## src/rtl/led_count_allocator.sv

```systemverilog
// led_count_allocator
//
// Splits a fixed budget of LEDS LEDs across BIN_QTY note bins in
// proportion to each bin's amplitude. Each bin gets
// floor(amp*LEDS/total) LEDs. The rounding shortfall is then added to
// the lowest-index bin that holds the largest amplitude, so the counts
// always sum to exactly LEDS. A zero total produces all-zero counts.
//
// The datapath is one accumulator plus one restoring divider. The divider
// produces one quotient bit per cycle, and both are reused across the bins.
//
// Ports
//   clk        system clock
//   rst        asynchronous, active-high reset
//   amplitudes [BIN_QTY-1:0][AW-1:0] bin amplitudes, sampled on the accepting edge
//   start      request an allocation; honoured only while idle
//   LEDCounts  [BIN_QTY-1:0][$clog2(LEDS)-1:0] registered result, held until the next result
//   data_v     one-cycle strobe while LEDCounts shows a fresh result
//   busy       high whenever a computation is in progress
//
// LEDS must not be a power of two. This lets a count of LEDS fit in
// $clog2(LEDS) bits.

module led_count_allocator #(
  parameter int LEDS      = 50,
  parameter int BIN_QTY   = 12,
  parameter int AW        = 16,
  parameter int AMP_FLOOR = 0
) (
  input  logic                                  clk,
  input  logic                                  rst,
  input  logic [BIN_QTY-1:0][AW-1:0]            amplitudes,
  input  logic                                  start,
  output logic [BIN_QTY-1:0][$clog2(LEDS)-1:0]  LEDCounts,
  output logic                                  data_v,
  output logic                                  busy
);

  localparam int QW = $clog2(LEDS + 1);                    // quotient bits per bin
  localparam int CW = $clog2(LEDS);                        // stored count bits
  localparam int TW = AW + $clog2(BIN_QTY);                // exact total width
  localparam int IW = (BIN_QTY > 1) ? $clog2(BIN_QTY) : 1; // bin index width
  localparam int BW = (QW > 1) ? $clog2(QW) : 1;           // divider step counter
  localparam int PW = AW + QW;                             // amp*LEDS width
  localparam int DW = TW + QW;                             // shifted-divisor width

  typedef enum logic [2:0] {S_IDLE, S_SUM, S_DIV, S_REM, S_DONE} state_t;

  state_t                     r_state, w_next;
  logic [BIN_QTY-1:0][AW-1:0] r_amp;
  logic [BIN_QTY-1:0][CW-1:0] r_count;
  logic [TW-1:0]              r_total;
  logic [QW-1:0]              r_alloc;
  logic [IW-1:0]              r_idx;
  logic [IW-1:0]              r_argmax;
  logic [BW-1:0]              r_bit;
  logic [PW-1:0]              r_rem;
  logic [QW-1:0]              r_quo;

  logic          w_last_bin;
  logic          w_last_bit;
  logic [TW-1:0] w_total_sum;
  logic [PW-1:0] w_prod;
  logic [PW-1:0] w_rem_cur;
  logic [QW-1:0] w_quo_base;
  logic [BW-1:0] w_shift;
  logic [DW-1:0] w_den;
  logic          w_fit;
  logic [QW-1:0] w_quo_next;
  logic [PW-1:0] w_rem_next;
  logic [QW-1:0] w_leftover;

  // ---------------------------------------------------------------------------
  // Shared arithmetic
  // ---------------------------------------------------------------------------
  assign w_last_bin  = (r_idx == IW'(BIN_QTY - 1));
  assign w_last_bit  = (r_bit == BW'(QW - 1));
  assign w_total_sum = r_total + TW'(r_amp[r_idx]);
  assign w_prod      = PW'(r_amp[r_idx]) * PW'(LEDS);

  // The first step of every bin takes a fresh dividend and an empty quotient.
  // Later steps continue from the registered partial remainder.
  assign w_rem_cur  = (r_bit == '0) ? w_prod : r_rem;
  assign w_quo_base = (r_bit == '0) ? '0 : r_quo;

  // The quotient never exceeds LEDS < 2^QW, so QW trial subtractions of
  // total<<k (k = QW-1 down to 0) give the exact floor quotient.
  assign w_shift    = BW'(QW - 1) - r_bit;
  assign w_den      = DW'(r_total) << w_shift;
  assign w_fit      = (DW'(w_rem_cur) >= w_den);
  assign w_rem_next = w_fit ? PW'(DW'(w_rem_cur) - w_den) : w_rem_cur;
  assign w_quo_next = (w_quo_base << 1) | QW'(w_fit);

  assign w_leftover = QW'(LEDS) - r_alloc;

  // ---------------------------------------------------------------------------
  // FSM: state register
  // ---------------------------------------------------------------------------
  // NOTE: every clocked process uses non-blocking assignments. All registers
  // then update together from the values they held before the edge.
  always_ff @(posedge clk or posedge rst) begin
    if (rst) r_state <= S_IDLE;
    else     r_state <= w_next;
  end

  // ---------------------------------------------------------------------------
  // FSM: next state
  // ---------------------------------------------------------------------------
  // NOTE: w_next is given a default before the case. Every path then assigns
  // it, so no latch can be inferred.
  always_comb begin
    w_next = r_state;
    unique case (r_state)
      S_IDLE: if (start) w_next = S_SUM;
      // A zero total skips the divider. It goes through REM, which loads
      // zero counts, so both outcomes take the same REM -> DONE path.
      S_SUM:  if (w_last_bin) w_next = (w_total_sum == '0) ? S_REM : S_DIV;
      S_DIV:  if (w_last_bit && w_last_bin) w_next = S_REM;
      S_REM:  w_next = S_DONE;
      S_DONE: w_next = S_IDLE;
      default: w_next = S_IDLE;
    endcase
  end

  // ---------------------------------------------------------------------------
  // FSM: outputs
  // ---------------------------------------------------------------------------
  always_comb begin
    busy   = (r_state != S_IDLE);
    data_v = (r_state == S_DONE);
  end

  // ---------------------------------------------------------------------------
  // Datapath
  // ---------------------------------------------------------------------------
  // NOTE: the amplitude and count arrays are reset like any other register.
  // After reset the state is then fully defined, and a reset in the middle
  // of a computation leaves nothing stale behind.
  always_ff @(posedge clk or posedge rst) begin
    if (rst) begin
      r_amp     <= '0;
      r_count   <= '0;
      r_total   <= '0;
      r_alloc   <= '0;
      r_idx     <= '0;
      r_argmax  <= '0;
      r_bit     <= '0;
      r_rem     <= '0;
      r_quo     <= '0;
      LEDCounts <= '0;
    end else begin
      unique case (r_state)
        S_IDLE: begin
          if (start) begin
            for (int b = 0; b < BIN_QTY; b++)
              r_amp[b] <= (amplitudes[b] > AW'(AMP_FLOOR)) ? amplitudes[b] : '0;
            r_total  <= '0;
            r_alloc  <= '0;
            r_argmax <= '0;
            r_idx    <= '0;
            r_bit    <= '0;
          end
        end

        S_SUM: begin
          r_total <= w_total_sum;
          // A strict compare keeps the lowest index when amplitudes tie.
          if (r_amp[r_idx] > r_amp[r_argmax]) r_argmax <= r_idx;
          r_idx <= w_last_bin ? '0 : r_idx + 1'b1;
          r_bit <= '0;
        end

        S_DIV: begin
          r_rem <= w_rem_next;
          r_quo <= w_quo_next;
          if (w_last_bit) begin
            r_count[r_idx] <= CW'(w_quo_next);
            r_alloc        <= r_alloc + w_quo_next;
            r_bit          <= '0;
            r_idx          <= w_last_bin ? '0 : r_idx + 1'b1;
          end else begin
            r_bit <= r_bit + 1'b1;
          end
        end

        S_REM: begin
          for (int b = 0; b < BIN_QTY; b++) begin
            if (r_total == '0)
              LEDCounts[b] <= '0;
            else if (IW'(b) == r_argmax)
              LEDCounts[b] <= r_count[b] + CW'(w_leftover);
            else
              LEDCounts[b] <= r_count[b];
          end
        end

        S_DONE: ;

        default: ;
      endcase
    end
  end

endmodule
```

## config.mk

```make
export PLATFORM = sky130hd
export DESIGN_NAME = led_count_allocator
export DESIGN_NICKNAME = d
export VERILOG_FILES = /design/src/rtl/led_count_allocator.sv
export SDC_FILE = /design/constraint.sdc
export NUM_CORES = 1
export LEC_CHECK = 0
export ABC_CLOCK_PERIOD_IN_PS = 13500
export BUFFER_PORTS_ARGS = -buffer_cell sky130_fd_sc_hd__buf_2
export CORE_MARGIN = 4
export CORE_UTILIZATION = 52
export CTS_CLUSTER_SIZE = 10
export DETAILED_ROUTE_END_ITERATION = 10
export PLACE_DENSITY = 0.81
export SYNTH_ARGS = -nofsm -noshare
export SYNTH_HDL_FRONTEND = slang
export SYNTH_SLANG_ARGS = --single-unit
```

## constraint.sdc

```tcl
create_clock -name clk -period 13.5 [get_ports clk]
set_clock_uncertainty 0.2 [all_clocks]
set_input_delay 1.35 -clock clk [delete_from_list [all_inputs] [get_ports clk]]
set_output_delay 1.35 -clock clk [all_outputs]
set_load 0.005 [all_outputs]
```

Word level (Yosys, flattened, before mapping). Cells that the tools add are included.

Word-level logic and storage cells: 189. Output and inout port bits: 74. Register bits: 403.

Bitwise operators: 1. Multiply operators: 1. Order comparisons: 17. Reduce and logical (&&, ||, !) cells: 19. Equality and inequality tests: 22. Multiplexer cells: 65. $add $sub $neg: 19. Shift operators: 1.

Operator list (number): 16-bit 2-to-1 mux (14); 16-bit by 1-bit greater-than comparator with 1-bit output, second input constant (12); 6-bit 2-to-1 mux (27); 16-bit binary-select mux with 4-bit select (2); 6-bit adder (13); 72-bit bitwise mux (1); 22-bit 2-to-1 mux (2); 20-bit zero test (2); 20-bit case mux with 2 select lines (1); 22-bit by 26-bit greater-or-equal comparator with 1-bit output (1); 20-bit by 3-bit << shifter with 26-bit output (1); 6-bit demux with 4-bit select (1); 22-bit subtractor (1); 16-bit by 5-bit multiplier with 21-bit output, second input constant (1); 20-bit by 16-bit adder with 20-bit output (1); 20-bit 2-to-1 mux (1); 3-bit by 4-bit equality test with 1-bit output, first input constant (4); 4-bit equality test, first input constant (4); 16-bit greater-than comparator (1); 4-bit 2-to-1 mux (4); 3-bit 2-to-1 mux (5); 3-bit case mux with 4 select lines (1); 4-bit case mux with 3 select lines (1); 6-bit case mux with 2 select lines (1); 25 further kinds (43).

Longest topological paths before layout. Gate-level depths: netlist of the first run.

Word-level depth: 9. Mapped depth: 38.

Least setup slack after synthesis of the first run. OpenSTA, ideal clock, no wires.

Kind: register to register. Start point: register r_idx[1]. End point: register r_alloc[5]. Clock period less this slack: 7.771 ns. Setup time: 0.129 ns. Arrival time: 7.442 ns. Cell stages (with the launch flop): 34. Data required time: 13.171 ns. Path slack: 5.729 ns. Buffers on the path: 4. Cell sequence: dfrtp_1 -> buf_2 -> buf_1 -> clkbuf_1 -> mux4_2 -> mux2i_1 -> o21ai_0 -> ha_1 -> ha_1 -> inv_1 -> fa_1 -> inv_1 -> ha_1 -> or3_1 -> o211a_1 -> o41ai_2 -> o21ai_2 -> o41ai_2 -> xor2_1 -> o21ai_0 -> ha_1 -> a221oi_1 -> o21ai_0 -> o31a_1 -> buf_2 -> ha_1 -> a21o_1 -> a21o_1 -> a21o_1 -> a21oi_1 -> xor2_1 -> nor2_1 -> o21ai_0 -> o21ai_0.

Word-level cells in the longest chain between the ends: 9.

Ends and longest elaborated chain: start, declared (line 54) `logic [IW-1:0] r_idx;`; start signal, assigned (line 169) `r_idx <= w_last_bin ? '0 : r_idx + 1'b1;`; start signal, assigned (line 180) `r_idx <= w_last_bin ? '0 : r_idx + 1'b1;`; 16-bit binary-select mux with 4-bit select (line 79) `assign w_prod = PW'(r_amp[r_idx]) * PW'(LEDS);`; 16-bit 2-to-1 mux (implied by the code) (line 79); 16-bit by 5-bit multiplier with 21-bit output (line 79); 22-bit 2-to-1 mux (line 83) `assign w_rem_cur = (r_bit == '0) ? w_prod : r_rem;`; 22-bit by 26-bit greater-or-equal comparator with 1-bit output (line 90) `assign w_fit = (DW'(w_rem_cur) >= w_den);`; via w_fit (line 68) `logic w_fit;`; 6-bit by 1-bit OR with 6-bit output (line 92) `assign w_quo_next = (w_quo_base << 1) | QW'(w_fit);`; 6-bit adder (line 178) `r_alloc <= r_alloc + w_quo_next;`; 6-bit 2-to-1 mux (line 176) `if (w_last_bit) begin`; 6-bit case mux with 2 select lines (line 152) `unique case (r_state)`; end signal, assigned (line 178); end, declared (line 53) `logic [QW-1:0] r_alloc;`.

The timed path passes the listed nets, and every way through them passes these cells. The select of a mux whose other input is x is not followed. A chain may end at the register's enable or synchronous reset.

Worst setup path in the final report of the first run.
Start point: register r_idx[3]. End point: register r_alloc[5].

Word-level cells in the longest chain between the ends: 9.

Ends and longest elaborated chain (line): 16-bit binary-select mux with 4-bit select (79); 16-bit 2-to-1 mux (implied by the code) (79); 16-bit by 5-bit multiplier with 21-bit output (79); 22-bit 2-to-1 mux (83); 22-bit by 26-bit greater-or-equal comparator with 1-bit output (90); 6-bit by 1-bit OR with 6-bit output (92); 6-bit adder (178); 6-bit 2-to-1 mux (176); 6-bit case mux with 2 select lines (152).

Every way passes these cells. The select of a mux whose other input is x is not followed.

==> impl_summary.log, run 1 <==
[metrics] HP Class: reg2reg
[metrics] most area-consuming cells after synthesis: dfrtp_1 (39%), mux2_2 (9.5%), mux4_2 (8.6%)
[metrics] HPWL after detailed placement: 52.88 mm
[metrics] outcome: complete, no violations
[metrics] Starting DRT DRC Count: 1813
[metrics] area share of the largest cell type after synthesis: 0.3868
[metrics] number of remaining DRC errors: 0
[metrics] period utilization: 0.6475
[metrics] Achievable Freq: 0.1144 GHz
[metrics] type of the worst setup path: reg2reg
[metrics] Net Count, Synth: 2835
[metrics] leading cell type by number of instances after synthesis: dfrtp_1
[metrics] category of the worst setup path capture point: flip-flop
[metrics] buffering stage count on the worst path with inverters included: 2
[metrics] setup repair after global routing missed its margin: false
[metrics] clk sink count: 403
[metrics] setup violators final: 0
[metrics] Die Footprint: 53790 sq um
[metrics] starting density of the core: 0.5294
[metrics] post-CTS clock slew at the launch and capture registers of the worst setup and hold paths: 60 ps
[metrics] register area share after synthesis: 0.3868
[metrics] via/cell ratio: 6.124
[metrics] GRT Residual Overflow: 0
[metrics] Primary FF master, synth: dfrtp_1
[metrics] total track usage: 0.2675
[metrics] Post-CTS Hold Fix Bufs: 0
[metrics] clock tree from TritonCTS: yes
[metrics] antenna violations before repair: 10
[metrics] Root Buffer Master: clkbuf_16
[metrics] final weighted congestion of routability-driven global placement: 0.9649
[metrics] synthesized area per cell: 10.71 sq um
[metrics] latest clock arrival within the worst-skew pair: 590 ps
[metrics] Arr. time, crit path: 8990 ps
[metrics] height of the die: 231.9 um
[metrics] cell count after synthesis: 2435
[metrics] leading post-synthesis cells by instance count: dfrtp_1 (403), nand2_1 (296), o21ai_0 (223)
[metrics] worst-path cell with the longest stage delay: nor2b_1
[metrics] fraction of registers with async set or reset after synthesis: 1.000
[metrics] post-synthesis instance area: 26080 sq um
[metrics] Max Transition Viols Final: 0
[metrics] distinct cell type count after synthesis: 70
[metrics] register-to-register setup slack: 4760 ps
[metrics] Slew @ Worst Pin: 1361 ps
[metrics] category of cells accounting for the largest share of critical-path delay: compound AO/OA/AOI/OAI gates
[metrics] number of warning messages in the yosys log: 0
[metrics] final sum of negative setup slack: 0 ps
[metrics] CTS Buf Count: 48
[metrics] fin crit period: 8741 ps
[metrics] htree depth: 2
[metrics] Area Growth Syn to Fin: 12.50%
[metrics] first-pass GRT wire length: 114.7 mm
[metrics] worst slew margin relative to its limit: 0.09268
[metrics] maxcap violations: 0
[metrics] Post-Route WL: 72.61 mm
[metrics] largest stage delay on the critical path: 980 ps
[metrics] # resized after CTS: 0
[metrics] final net count: 3046
[metrics] largest area contributor in the synthesized netlist: dfrtp_1
[metrics] Port Buffers: 268
[metrics] residual antenna-violating net count after detailed routing: 0
[metrics] setup repair bufs after CTS: 0
[metrics] maximum number of pins on one net before global-route repair: 212
[metrics] vias in the first global route: 20760
[metrics] I/O pin cnt: 269
[metrics] flops & latches, synth: 403
[metrics] highest net fanout along the worst path: 25
[metrics] maximum root-to-sink buffer count: 3
[metrics] kind of start point of the critical path: flip-flop
[metrics] overall die width: 231.9 um
[metrics] total number of placement rows: 81
[metrics] Core Footprint: 49250 sq um
[metrics] fraction of layout cells with a size suffix above 1: 0.2649
[metrics] average detailed-routed wire length per instance: 21.80 um
[metrics] count of endpoints failing hold in the final timing report: 0
[metrics] total number of vias: 20390
[metrics] count of TritonRoute iterations in the first routing pass: 8
[metrics] Post-synth EDFFs: 0
[metrics] required time of the worst setup path: 13750 ps
## worst min-delay path: cells and delay by family, from the launching register on
| kind | cells | cell delay, ps |
|---|---|---|
| flip-flops | 1 | 340 |
| AO/OA/AOI/OAI | 1 | 50 |
| AND/OR/NAND/NOR | 1 | 40 |
## per-layer routing
metal,vias up,GRT usage,wire [um],part of all wire
li1,9192,-,-,-
met1,10120,0.3412,28270,0.39
met2,863,0.4475,35460,0.49
met3,203,0.05299,5514,0.076
met4,10,0.1140,3290,0.045
met5,-,0,69,0.00095
## cell type report
cell class / count / area [sq um]
inverter: 107 / 409.1
multi-input combinational: 1794 / 15080
clock inverter: 7 / 97.59
fill: 3991 / 19920
antenna: 5 / 12.51
timing repair buffer: 292 / 1534
sequential: 403 / 10090
tap: 664 / 830.8
clock buffer: 58 / 1279
## cells in the final DEF, fill, tap and decap left out, types with 6 or more instances in the layout
master	count
dfrtp_1	399
nand2_1	296
buf_2	268
o21ai_0	223
mux2_2	221
ha_1	179
a21oi_1	131
mux2i_1	114
inv_1	104
mux4_2	100
nor2_1	83
xnor2_1	66
clkbuf_16	48
a21o_1	46
xor2_1	44
nand3_1	29
fa_1	26
buf_4	23
nor3_1	21
o21bai_1	18
nand2b_1	17
o21ai_1	16
o22ai_1	15
nor2b_1	13
a211oi_1	11
o21a_1	10
o211ai_1	8
o22a_1	7
and2_1	6
nand4_1	6
clkbuf_1	6
## kinds of logic (layout without fill, tap and decap cells)
family / after synthesis / count (layout) / share of synthesized area
AOI/OAI and AO/OA: 538 / 538 / 0.1236
and+or+nand+nor: 503 / 503 / 0.08354
muxes: 435 / 435 / 0.2256
DFF: 403 / 403 / 0.3868
buffers and inverters: 238 / 464 / 0.03676
adders and majority gates: 205 / 205 / 0.1059
xor gates and xnor gates: 113 / 113 / 0.03796
other: 0 / 5 / 0
## path summary, 6_finish.rpt
path,from,endpoint,cells past startpoint
worst min-delay path,LEDCounts[56],LEDCounts[56],2
max in group asynchronous,rst,r_amp[123],5
worst max register to register,r_idx[3],r_alloc[5],30
worst min register to register,LEDCounts[56],LEDCounts[56],2
min in group asynchronous,rst,r_amp[132],2
worst max-delay path,r_idx[3],r_alloc[5],30
## state kept, by name, indices dropped and copies added (netlist names)
register / count
LEDCounts: 72
r_alloc: 6
r_amp: 192
r_argmax: 4
r_bit: 3
r_count: 72
r_idx: 4
r_quo: 5
r_rem: 22
r_state: 3
r_total: 20
## stage by stage
stage | setup WS, ps | util | instance area [sq um] | hold WS [ps] | std cells
detailed placement | 4811 | 0.5674 | 27950 | 266.3 | 3260
CTS | 4809 | 0.5953 | 29320 | 278.1 | 3325
finish | 4759 | 0.5956 | 29330 | 271.2 | 3330
global route | 4241 | 0.5953 | 29320 | 302.4 | 3325
global placement | 5022 | 0.5674 | 27950 | 256.0 | 3260
floorplan | 740.5 | - | 26080 | 238.6 | 2435
Power of run 1 is left out: the tool's default activity adds up to more than one toggle a clock period on the data nets, which glitch-free logic cannot reach.
==> inputs of run 2 (changes only) <==
- ABC_CLOCK_PERIOD_IN_PS: 13500 -> 8500
- PLACE_DENSITY: 0.81 -> 0.78
- clock period: 13.5 -> 8.5 ns (I/O delays scaled with it)
==> run 2 against run 1 <==
  * Sequential share of layout area is 0.30 points lower
  * Setup slack worse by 4300 ps
  * Global-route usage barely moved
  * Critical endpoint unchanged
==> impl_summary.log, run 2 (synthesis results as in run 1) <==
[metrics] latest clock arrival within the worst-skew pair: 600 ps
[metrics] setup repair after global routing missed its margin: false
[metrics] total track usage: 0.2675
[metrics] number of remaining DRC errors: 0
[metrics] kind of start point of the critical path: flip-flop
[metrics] maximum root-to-sink buffer count: 3
[metrics] worst slack at placement: 183.7 ps
[metrics] final weighted congestion of routability-driven global placement: 0.9287
[metrics] GRT Residual Overflow: 0
[metrics] Root Buffer Master: clkbuf_16
[metrics] post-CTS clock slew at the launch and capture registers of the worst setup and hold paths: 60 ps
[metrics] count of endpoints failing hold in the final timing report: 0
[metrics] worst slew margin relative to its limit: 0.1368
[metrics] largest stage delay on the critical path: 580 ps
[metrics] HPWL after detailed placement: 53.82 mm
[metrics] average detailed-routed wire length per instance: 21.86 um
[metrics] I/O pin cnt: 269
[metrics] Arr. time, crit path: 8280 ps
[metrics] worst-path cell with the longest stage delay: dfrtp_4
[metrics] commonest non-fill, non-tap cell in the layout: dfrtp_1
[metrics] residual antenna-violating net count after detailed routing: 0
[metrics] Achievable Freq: 0.1247 GHz
[metrics] category of the worst setup path capture point: flip-flop
[metrics] total number of vias: 20280
[metrics] overall die width: 231.9 um
[metrics] required time of the worst setup path: 8760 ps
[metrics] highest net fanout along the worst path: 13
[metrics] count of TritonRoute iterations in the first routing pass: 6
[metrics] clk sink count: 403
[metrics] Area Growth Syn to Fin: 13.47%
[metrics] fin crit period: 8017 ps
[metrics] most frequent cells in the layout: dfrtp_1 (399), nand2_1 (296), buf_2 (268)
[metrics] antenna violations before repair: 8
[metrics] maxcap violations: 0
[metrics] final net count: 3068
[metrics] final setup slack of the worst path: 483.2 ps
[metrics] first-pass GRT wire length: 114.1 mm
[metrics] Final Core Density: 0.6007
[metrics] Hold Worst Slack: 147.9 ps
[metrics] Post-Route WL: 73.33 mm
[metrics] starting density of the core: 0.5294
[metrics] HP Class: in2async
[metrics] fraction of layout cells with a size suffix above 1: 0.2700
[metrics] setup violators final: 0
[metrics] clock tree from TritonCTS: yes
[metrics] Die Footprint: 53790 sq um
[metrics] Starting DRT DRC Count: 1593
[metrics] number of flip-flops under the largest register name: 192
[metrics] htree depth: 2
[metrics] outcome: complete, no violations
[metrics] register-to-register setup slack: 480 ps
[metrics] vias in the first global route: 20560
[metrics] Core Footprint: 49250 sq um
[metrics] CTS Buf Count: 48
[metrics] period utilization: 0.9431
[metrics] Port Buffers: 268
[metrics] Slew @ Worst Pin: 1285 ps
[metrics] total number of placement rows: 81
[metrics] final sum of negative setup slack: 0 ps
[metrics] largest registers: r_amp (192), LEDCounts (72), r_count (72)
[metrics] Max Transition Viols Final: 0
[metrics] maximum number of pins on one net before global-route repair: 212
[metrics] register with the highest flop count: r_amp
[metrics] type of the worst setup path: reg2reg
[metrics] via/cell ratio: 6.046
[metrics] height of the die: 231.9 um
==> run 2: cell types whose count changed in the layout (fill, tap and decap cells not counted), moves of 2 or more <==
cell	delta
buf_12	+3
buf_4	+16
buf_6	+2
clkbuf_1	+3
o21ai_0	-3
o21ai_1	+3
==> run 2: metrics by stage <==
step           cells  cell area (sq um)
3_5_place_dp    3273              28070
5_1_grt         3350              29580
2_1_floorplan   2435              26080
4_1_cts         3340              29470
6_report        3354              29590
3_3_place_gp    3273              28070
==> run 2: final timing paths <==
kind / from / endpoint / cells past startpoint
worst max-delay path: r_idx[0] / r_alloc[5] / 31
worst min-delay path: rst / r_total[4] / 2
worst max register to register: r_idx[0] / r_alloc[5] / 31
min in group clk: LEDCounts[56] / LEDCounts[56] / 2
worst min register to register: LEDCounts[56] / LEDCounts[56] / 2
max in group asynchronous: rst / LEDCounts[40] / 4
==> run 2: timing repair <==
| action | in CTS | in global routing |
|---|---|---|
| buffers inserted | 0 | 9 |
| hold endpoints to repair | 0 | 0 |
| endpoints found under the setup margin | 0 | 2 |
| gates resized for setup | 0 | 6 |
| hold buffers | 0 | 0 |
==> run 2: cell type report <==
| cell class | instances | area (sq um) |
|---|---|---|
| Antenna cell | 5 | 12.51 |
| Clock buffer | 60 | 1276 |
| Timing Repair Buffer | 314 | 1764 |
| Inverter | 107 | 405.4 |
| Tap cell | 664 | 830.8 |
| Sequential cell | 403 | 10090 |
| Multi-Input combinational cell | 1794 | 15090 |
| Clock inverter | 7 | 118.9 |
| Fill cell | 3950 | 19670 |
==> run 2: worst max-delay path: cells and delay by family, from the launching register on <==
kind / cells / cell delay [ps]
AO/OA/AOI/OAI: 15 / 3320
adder cells (fa/ha/maj): 6 / 2040
multiplexers: 3 / 880
flip-flops: 1 / 580
buffers and inverters: 4 / 430
XOR/XNOR: 1 / 220
AND/OR/NAND/NOR: 2 / 190
==> run 2: routing by layer <==
metal / vias to the layer above / wire (um) / track usage
li1: 9243 / - / -
met1: 9919 / 28670 / 0.3411
met2: 888 / 35610 / 0.4511
met3: 221 / 5550 / 0.04649
met4: 8 / 3447 / 0.1158
met5: - / 43 / 0
Power of run 2 is left out for the same reason.
==> inputs of run 3 (changes only) <==
- CORE_UTILIZATION: 52 -> 50
- PLACE_DENSITY: 0.78 -> 0.75
==> run 3 against run 2 <==
  * Cell area about the same
  * Flip-flop and latch count unchanged
  * Setup slack improved by 33 ps
  * First-iteration DRC count decreased by 4.3%
  * Global-route usage decreased by 1.0 points
  * Hold slack improved by 94 ps
  * Non-clock buffer count unchanged
  * Die area increased by 3.9%
  * Critical path type unchanged
==> impl_summary.log, run 3 (synthesis results as in run 1) <==
[metrics] maximum number of pins on one net before global-route repair: 177
[metrics] Core Footprint: 51510 sq um
[metrics] Post-Route WL: 73.41 mm
[metrics] Max Transition Viols Final: 0
[metrics] antenna violations before repair: 6
[metrics] total number of placement rows: 83
[metrics] number of remaining DRC errors: 0
[metrics] Achievable Freq: 0.1253 GHz
[metrics] total number of vias: 20290
[metrics] maxcap violations: 0
[metrics] count of endpoints failing hold in the final timing report: 0
[metrics] met2 Use GR: 0.4419
[metrics] Starting DRT DRC Count: 1524
[metrics] Area Growth Syn to Fin: 13.39%
[metrics] largest registers: r_amp (192), LEDCounts (72), r_count (72)
[metrics] residual antenna-violating net count after detailed routing: 0
[metrics] height of the die: 236.4 um
[metrics] worst slew margin relative to its limit: 0.1761
[metrics] maximum root-to-sink buffer count: 3
[metrics] vias in the first global route: 20560
[metrics] latest clock arrival within the worst-skew pair: 600 ps
[metrics] I/O pin cnt: 269
[metrics] overall die width: 236.4 um
[metrics] total track usage: 0.2572
[metrics] setup repair after global routing missed its margin: false
[metrics] count of TritonRoute iterations in the first routing pass: 5
[metrics] Hold Worst Slack: 242.3 ps
[metrics] Root Buffer Master: clkbuf_16
[metrics] largest stage delay on the critical path: 530 ps
[metrics] Port Buffers: 268
[metrics] kind of start point of the critical path: flip-flop
[metrics] number of flip-flops under the largest register name: 192
[metrics] final net count: 3068
[metrics] HPWL after detailed placement: 53.85 mm
[metrics] commonest non-fill, non-tap cell in the layout: dfrtp_1
[metrics] GRT Residual Overflow: 0
[metrics] highest net fanout along the worst path: 12
[metrics] required time of the worst setup path: 8750 ps
[metrics] Slew @ Worst Pin: 1226 ps
[metrics] final weighted congestion of routability-driven global placement: 0.9292
[metrics] clock tree from TritonCTS: yes
[metrics] category of the worst setup path capture point: flip-flop
[metrics] register with the highest flop count: r_amp
[metrics] outcome: complete, no violations
[metrics] HP Class: in2async
[metrics] setup violators final: 0
[metrics] GRT busiest layer: met2
[metrics] first-pass GRT wire length: 115.6 mm
[metrics] worst-path cell with the longest stage delay: o41ai_2
[metrics] type of the worst setup path: reg2reg
[metrics] Arr. time, crit path: 8230 ps
[metrics] period utilization: 0.9393
[metrics] Die Footprint: 55870 sq um
[metrics] fin crit period: 7984 ps
[metrics] clk sink count: 403
[metrics] non-filler cells in the finished layout: 3370
[metrics] final sum of negative setup slack: 0 ps
[metrics] post-CTS clock slew at the launch and capture registers of the worst setup and hold paths: 60 ps
[metrics] via/cell ratio: 6.021
[metrics] starting density of the core: 0.5062
[metrics] grt met3 use: 0.04642
[metrics] post-placement cell count: 3288
[metrics] worst slack at placement: 245.3 ps
[metrics] htree depth: 2
[metrics] most frequent cells in the layout: dfrtp_1 (398), nand2_1 (296), buf_2 (268)
[metrics] CTS Buf Count: 48
[metrics] fraction of layout cells with a size suffix above 1: 0.2720
[metrics] average detailed-routed wire length per instance: 21.78 um
[metrics] final setup slack of the worst path: 516.2 ps
[metrics] met1 track demand over resource: 0.3313
==> run 3: timing repair <==
item                       in CTS  in global routing
setup buffers                   0                 10
setup endpoints to repair       0                  2
gates resized for setup         0                 11
hold buffers                    0                  0
==> run 3: cell type report <==
class | instances | area [sq um]
Clock inverter | 8 | 101.3
Tap cell | 680 | 850.8
Inverter | 107 | 405.4
Fill cell | 4283 | 21940
Sequential cell | 403 | 10100
Clock buffer | 58 | 1259
Antenna cell | 6 | 15.01
Timing Repair Buffer | 314 | 1735
Multi-Input combinational cell | 1794 | 15100
==> run 3: through the flow <==
step	cell area (sq um)	utilization
after CTS	29440	0.5715
after floorplan	26080	-
final	29570	0.5740
after global placement	28080	0.5451
after global routing	29550	0.5737
after detailed placement	28080	0.5451
==> run 3: path summary, 6_finish.rpt <==
path	start	depth (start not counted)	slack [ps]	end
min	rst	3	240	r_amp[186]
min in group clk	LEDCounts[55]	2	270	LEDCounts[55]
max in group asynchronous	rst	4	6330	r_argmax[0]
min reg2reg	LEDCounts[55]	2	270	LEDCounts[55]
max reg2reg	r_idx[0]	33	520	r_alloc[5]
max	r_idx[0]	33	520	r_alloc[5]
==> run 3: routing by layer <==
metal / part of all wire / routed length (um)
met4: 0.033 / 2442
met2: 0.49 / 36320
met1: 0.40 / 29380
met3: 0.071 / 5227
met5: 0.00048 / 35
==> run 3: critical path: cells and delay by family (launching register included) <==
kind / cells / cell delay (ps)
compound gates: 18 / 3590
xor+xnor: 1 / 210
fa+ha+maj: 6 / 2030
buf+inv: 4 / 510
flops: 1 / 460
mux: 2 / 700
simple gates: 2 / 140
Power of run 3 is left out for the same reason.
